**src/rtl/sgf_mult_sequencer.sv**
```systemverilog
`default_nettype none
// ============================================================================
// Module   : sgf_mult_sequencer
// Purpose  : Control FSM for the significand-multiply phase of the FP
//            multiplier. Pulses load_a to capture the X/Y significand
//            operands, allots MULT_CYC cycles to the multicycle combinational
//            multiplier, then pulses load_b to capture the product P_Sgf.
//            Talks to the top-level FP multiplier FSM with start/done/ack.
// Ports    : clk       - system clock, rising edge
//            rst       - asynchronous reset, active-low
//            start_i   - request one multiply (honoured in IDLE or DONE)
//            ack_i     - product consumed (honoured in DONE)
//            abort_i   - cancel the current operation (any non-IDLE state)
//            clr_err_i - clears the sticky overrun flag
//            load_a    - 1-cycle pulse, load operand registers
//            load_b    - 1-cycle pulse, load product register
//            busy_o    - high in every state except IDLE
//            done_o    - product valid, held until ack_i or abort_i
//            err_o     - sticky: start_i seen while busy and not in DONE
//            state_o   - current state encoding, for debug
// Revision : 1.0 - initial release
// ============================================================================
module sgf_mult_sequencer #(
   parameter int MULT_CYC = 3,
   parameter int W_CNT    = 4
) (
   input  logic       clk,
   input  logic       rst,
   input  logic       start_i,
   input  logic       ack_i,
   input  logic       abort_i,
   input  logic       clr_err_i,
   output logic       load_a,
   output logic       load_b,
   output logic       busy_o,
   output logic       done_o,
   output logic       err_o,
   output logic [2:0] state_o
);

   localparam logic [2:0] S_IDLE     = 3'd0;
   localparam logic [2:0] S_LOAD_OP  = 3'd1;
   localparam logic [2:0] S_WAIT_MUL = 3'd2;
   localparam logic [2:0] S_LOAD_P   = 3'd3;
   localparam logic [2:0] S_DONE     = 3'd4;

   // The counter is loaded in LOAD_OP and counts down to zero in WAIT_MUL,
   // so WAIT_MUL lasts exactly MULT_CYC cycles.
   localparam logic [W_CNT-1:0] C_CNT_INIT = W_CNT'(MULT_CYC - 1);

   logic [2:0]       state_q, state_d;
   logic [W_CNT-1:0] cnt_q,   cnt_d;
   logic             err_q,   err_d;
   logic             err_set;

   always_comb begin
      state_d = state_q;
      cnt_d   = cnt_q;
      err_set = 1'b0;
      case (state_q)
         S_IDLE: begin
            if (start_i) state_d = S_LOAD_OP;
         end
         S_LOAD_OP: begin
            err_set = start_i;
            if (abort_i) begin
               state_d = S_IDLE;
            end else begin
               state_d = S_WAIT_MUL;
               cnt_d   = C_CNT_INIT;
            end
         end
         S_WAIT_MUL: begin
            err_set = start_i;
            if (abort_i)               state_d = S_IDLE;
            else if (cnt_q == '0)      state_d = S_LOAD_P;
            else                       cnt_d   = cnt_q - 1'b1;
         end
         S_LOAD_P: begin
            err_set = start_i;
            if (abort_i) state_d = S_IDLE;
            else         state_d = S_DONE;
         end
         S_DONE: begin
            // start_i without ack_i is simply ignored here (no overrun).
            if (abort_i)                state_d = S_IDLE;
            else if (ack_i && start_i)  state_d = S_LOAD_OP;
            else if (ack_i)             state_d = S_IDLE;
         end
         default: begin
            // Illegal codes 5..7 recover to IDLE.
            state_d = S_IDLE;
         end
      endcase

      // A new error outranks a simultaneous clear.
      err_d = err_set | (err_q & ~clr_err_i);
   end

   always_ff @(posedge clk or negedge rst) begin
      if (!rst) begin
         state_q <= S_IDLE;
         cnt_q   <= '0;
         err_q   <= 1'b0;
      end else begin
         state_q <= state_d;
         cnt_q   <= cnt_d;
         err_q   <= err_d;
      end
   end

   // Moore outputs decoded from the registered state, so an asynchronous
   // reset clears them immediately.
   assign load_a  = (state_q == S_LOAD_OP);
   assign load_b  = (state_q == S_LOAD_P);
   assign done_o  = (state_q == S_DONE);
   assign busy_o  = (state_q != S_IDLE);
   assign err_o   = err_q;
   assign state_o = state_q;

endmodule
`default_nettype wire

```
**config.mk**
```make
export PLATFORM = sky130hd
export DESIGN_NAME = sgf_mult_sequencer
export DESIGN_NICKNAME = d
export VERILOG_FILES = /design/src/rtl/sgf_mult_sequencer.sv
export SDC_FILE = /design/constraint.sdc
export NUM_CORES = 1
export LEC_CHECK = 0
export BUFFER_PORTS_ARGS = -buffer_cell sky130_fd_sc_hd__clkbuf_2
export CORE_UTILIZATION = 35
export DETAILED_ROUTE_END_ITERATION = 8
export PLACE_DENSITY = 0.62
export SYNTH_ARGS = -nofsm -noshare
export SYNTH_HDL_FRONTEND = slang
export SYNTH_SLANG_ARGS = --single-unit
```
**constraint.sdc**
```tcl
create_clock -name clk -period 2.1 [get_ports clk]
set_input_delay 0.42 -clock clk [delete_from_list [all_inputs] [get_ports clk]]
set_output_delay 0.42 -clock clk [all_outputs]
set_load 0.02 [all_outputs]
```
* After elaboration in Yosys (flattened, before gate mapping)
Cells that the tools add are included.
** Cells by class
- Multiplexer cells :: 14
- Add/sub/neg operators :: 1
- Reductions and logical operators :: 8
- Bitwise operators :: 3
- Equal/unequal tests :: 10
** Operators with widths (number)
- $mux W3 :: 7
- $pmux W3 S5 :: 1
- $mux W4 :: 3
- $ne A2 B2 Y1 const B :: 4
- $pmux W4 S2 :: 1
- $eq A3 B2 Y1 const B :: 2
- $logic_not A4 Y1 :: 1
- $ne A4 B3 Y1 const B :: 1
- $reduce_and A4 Y1 :: 1
- $sub A4 B1 Y4 const B :: 1
- $eq A3 B1 Y1 const B :: 1
- $eq A3 B3 Y1 const B :: 1
- $logic_not A3 Y1 :: 1
- $ne A3 B3 Y1 const B :: 1
- $reduce_and A3 Y1 :: 1
- $reduce_bool A3 Y1 :: 1
- $reduce_or A3 Y1 :: 1
- $mux W2 :: 1
- $reduce_bool A2 Y1 :: 1
- $and A1 B1 Y1 :: 1
- $logic_and A1 B1 Y1 :: 1
- $mux W1 :: 1
- $not A1 Y1 :: 1
- $or A1 B1 Y1 :: 1
** Storage, ports and cells
- Output and inout port bits :: 8
- Word-level logic and storage cells :: 39
- Bits of input ports :: 6
- Register bits :: 8

* Depth between registers and ports, before layout
- Depth after elaboration :: 4
- Mapped depth :: 5
- Depth with buffers taken out :: 5

* Worst setup path after synthesis
OpenSTA, ideal clock, no wires.
- Kind :: register to output
- Start point :: reg state_q[2] (netlist: state_o[2])
- End point :: out busy_o
- Buffers on the path :: 1
- Setup slack :: 0.532 ns
- Cell stages (with the launch flop) :: 3
- Data required time :: 1.680 ns
- Data arrival time :: 1.148 ns
- Cells stage by stage :: dfrtp_1 > buf_2 > or3_1
** On the way
- Cells in the longest elaborated chain, start to end :: 1
** RTL lines
- start, declared :: line 51 : logic [2:0] state_q, state_d;
- start signal, assigned :: line 106 : state_q <= state_d;
- $reduce_bool A3 Y1 :: line 117 : assign busy_o = (state_q != S_IDLE);
- end, declared :: line 35 : output logic busy_o,
Every way passes these cells.

* Final worst setup path
Ends and elaborated chain as after synthesis.

==> results.md <==
* DRC at 0
* Row cnt at 14
* Max FO, Critical Path at 13
* Gr ovfl total at 0
* # port buffers at 13
* Vias in the first global route at 430
* Slew Viols, Final at 0
* Ys async rst share at 100%
* RD Place Congestion at 0.788
* Die Span X at 41.9 um
* Fin nets at 79
* Clk_lat worst skew at 0.26 ns
* Clock-pin slew of the registers on the worst-case setup and hold paths at 0.05 ns
* Placed insts at 81
* Outcome: complete, no violations
* Post-Synthesis Cell Area at 557 um^2
* Post-DP Area at 621 um^2
* DRT Wirelength at 1160 um
* Post-route setup TNS at 0 ns
* H-tree depth at 1
* Fin crit share at 86.9%
* Slew HR at 68.2%
* Hold Crit Start: clr_err_i
* Fin cells at 85
* Crit. Startpoint: state_o[2]$_DFFE_PN0P_
* Place WS at 0.526 ns
* Max Clock Freq at 548 MHz
* RSZ-0062 raised after global routing: false
* R2R Path Start: cnt_q[1]$_DFFE_PN0P_
* Syn_area_per_cell at 9.94 um^2
* Core area at 0.00149 mm^2
* Ant. Diodes at 0
* Synth unique cells at 34
* Die H at 41.9 um
* Share of cells above drive strength 1 at 33.3%
* Synthesized flop and latch total at 8
* Via count at 464
* Via/cell ratio at 5.46
* CP Launch Type: register
* First-pass GRT wire length at 1990 um
* Worst vdd ir at 0.494 mV
* CP Data Arrival Time at 1.40 ns
* Hold_ws at 0.349 ns
* Power density over the cells at 1530 mW/mm^2
* HP Class: in2reg
* DRT iter0 DRCs at 9
* Layout Skew at 0.00229 ns
* Cells after Synth at 56
* Antenna viol nets, final at 0
* CP peak stage delay at 0.55 ns
* Kind of end point of the critical path: output port
* HPWL Detailed at 824 um
* Total track usage at 15.7%
* Inserted Clock Buffers at 3
* # IOs at 14
* # Post-CTS Setup Buffers at 0
* Wire length per cell at 13.7 um
* Final hold vios at 0
* Ys flop type: dfrtp_1
* Clk buf depth at 2
* Die area at 0.00175 mm^2
* Synthesis-to-layout area growth at 17.3%
* TritonRoute pass-1 iters at 4
* Setup Crit Path Kind: reg2out
* Design Area, Final at 653 um^2
* Syn nets at 64
* Largest net degree at the start of global routing at 14
* Initial Util at 37.4%
* Clk sinks at 8
* Worst-Margin Slew at 0.477 ns
* Worst-path cell chain: or3_1, clkbuf_2
* Static Leak at 0.316 nW
* CP top delay family: flip-flops
* Worst reg2reg setup slack at 0.49 ns
* Root Buffer: clkbuf_4
* Post-route minimum period at 1.82 ns
* Crit path buf inv count at 1
* CTS tree: done
* Slowest stage cell, crit path: dfrtp_1
* Sequential area share after synthesis at 36.0%
* Maxcap violations at 0
* Initial antenna violation count at 0
* Worst Path Required at 1.68 ns
* Final worst slack at 0.276 ns
* Final setup fails at 0
* Synthesis Warnings at 0
* Number of synthesized flops with an enable pin at 0
==> power by group <==
group | switching [W] | internal [W]
Combinational | 0.000289 | 0.000256
Clock | 0.0000547 | 0.0000656
Sequential | 0.000118 | 0.000219
Total | 0.000462 | 0.000541
==> layer usage <==
metal	share of wire, %	routed length (um)	track usage, %	vias to the layer above
met1	46	537	21.0	215
met4	0.86	10	11.6	0
li1	-	-	-	238
met2	49	575	20.6	9
met3	3.2	37	5.22	2
met5	0	0	0	-
==> cells in the final DEF (no fill, tap or decap), types with 2 or more instances in the layout <==
cell type / netlist / layout
dfrtp_1: 8 / 8
ha_1: 2 / 2
nor4_1: 2 / 2
clkbuf_2: 0 / 13
nand2b_1: 3 / 3
a21oi_1: 2 / 2
a211oi_1: 2 / 2
inv_1: 8 / 8
clkbuf_4: 0 / 3
a31oi_1: 2 / 2
==> cell usage after synthesis (2+ instances only) <==
| master | n | area, um^2 |
|---|---|---|
| nand2b_1 | 3 | 18.8 |
| a21oi_1 | 2 | 10.0 |
| a211oi_1 | 2 | 15.0 |
| nor4_1 | 2 | 12.5 |
| dfrtp_1 | 8 | 200 |
| ha_1 | 2 | 25.0 |
| a31oi_1 | 2 | 12.5 |
| buf_2 | 2 | 10.0 |
| inv_1 | 8 | 30.0 |
==> logic make-up after synthesis <==
| kind of cell | synth area share, % |
|---|---|
| AND/OR/NAND/NOR | 24.9 |
| AO/OA/AOI/OAI | 23.8 |
| buffers and inverters | 9.21 |
| flip-flops | 36.0 |
| adder cells (fa/ha/maj) | 4.49 |
| XOR/XNOR | 1.57 |
==> final timing paths <==
| path | end | depth (start not counted) |
|---|---|---|
| max | busy_o | 2 |
| max in group asynchronous | state_o[2]$_DFFE_PN0P_ | 2 |
| max reg2reg | state_o[0]$_DFFE_PN0P_ | 5 |
| min in group asynchronous | cnt_q[3]$_DFFE_PN0P_ | 2 |
| min reg2reg | err_o$_DFF_PN0_ | 2 |
| min | err_o$_DFF_PN0_ | 2 |
==> layout make-up <==
class | count | area, um^2
Inverter | 8 | 30.0
Fill cell | 139 | 836
Multi-Input combinational cell | 36 | 305
Clock buffer | 3 | 22.5
Timing Repair Buffer | 14 | 75.1
Tap cell | 16 | 20.0
Sequential cell | 8 | 200
==> through the flow <==
stage / util, % / power [W]
2_1_floorplan: - / 0.000761
3_3_place_gp: 41.7 / 0.000874
3_5_place_dp: 41.7 / 0.000881
4_1_cts: 43.9 / 0.00101
5_1_grt: 43.9 / 0.00109
6_report: 43.9 / 0.00100
==> timing repair <==
action,4_1_cts,5_1_grt
setup endpoints to repair,0,0
resized for setup,0,0
hold endpoints to repair,4,0
hold buffers,1,0
==> flip-flops by register name, summed over array words and instances (netlist names) <==
signal / flops
cnt_q: 4
err_o: 1
state_o: 3
(Power assumes the default switching activity.)
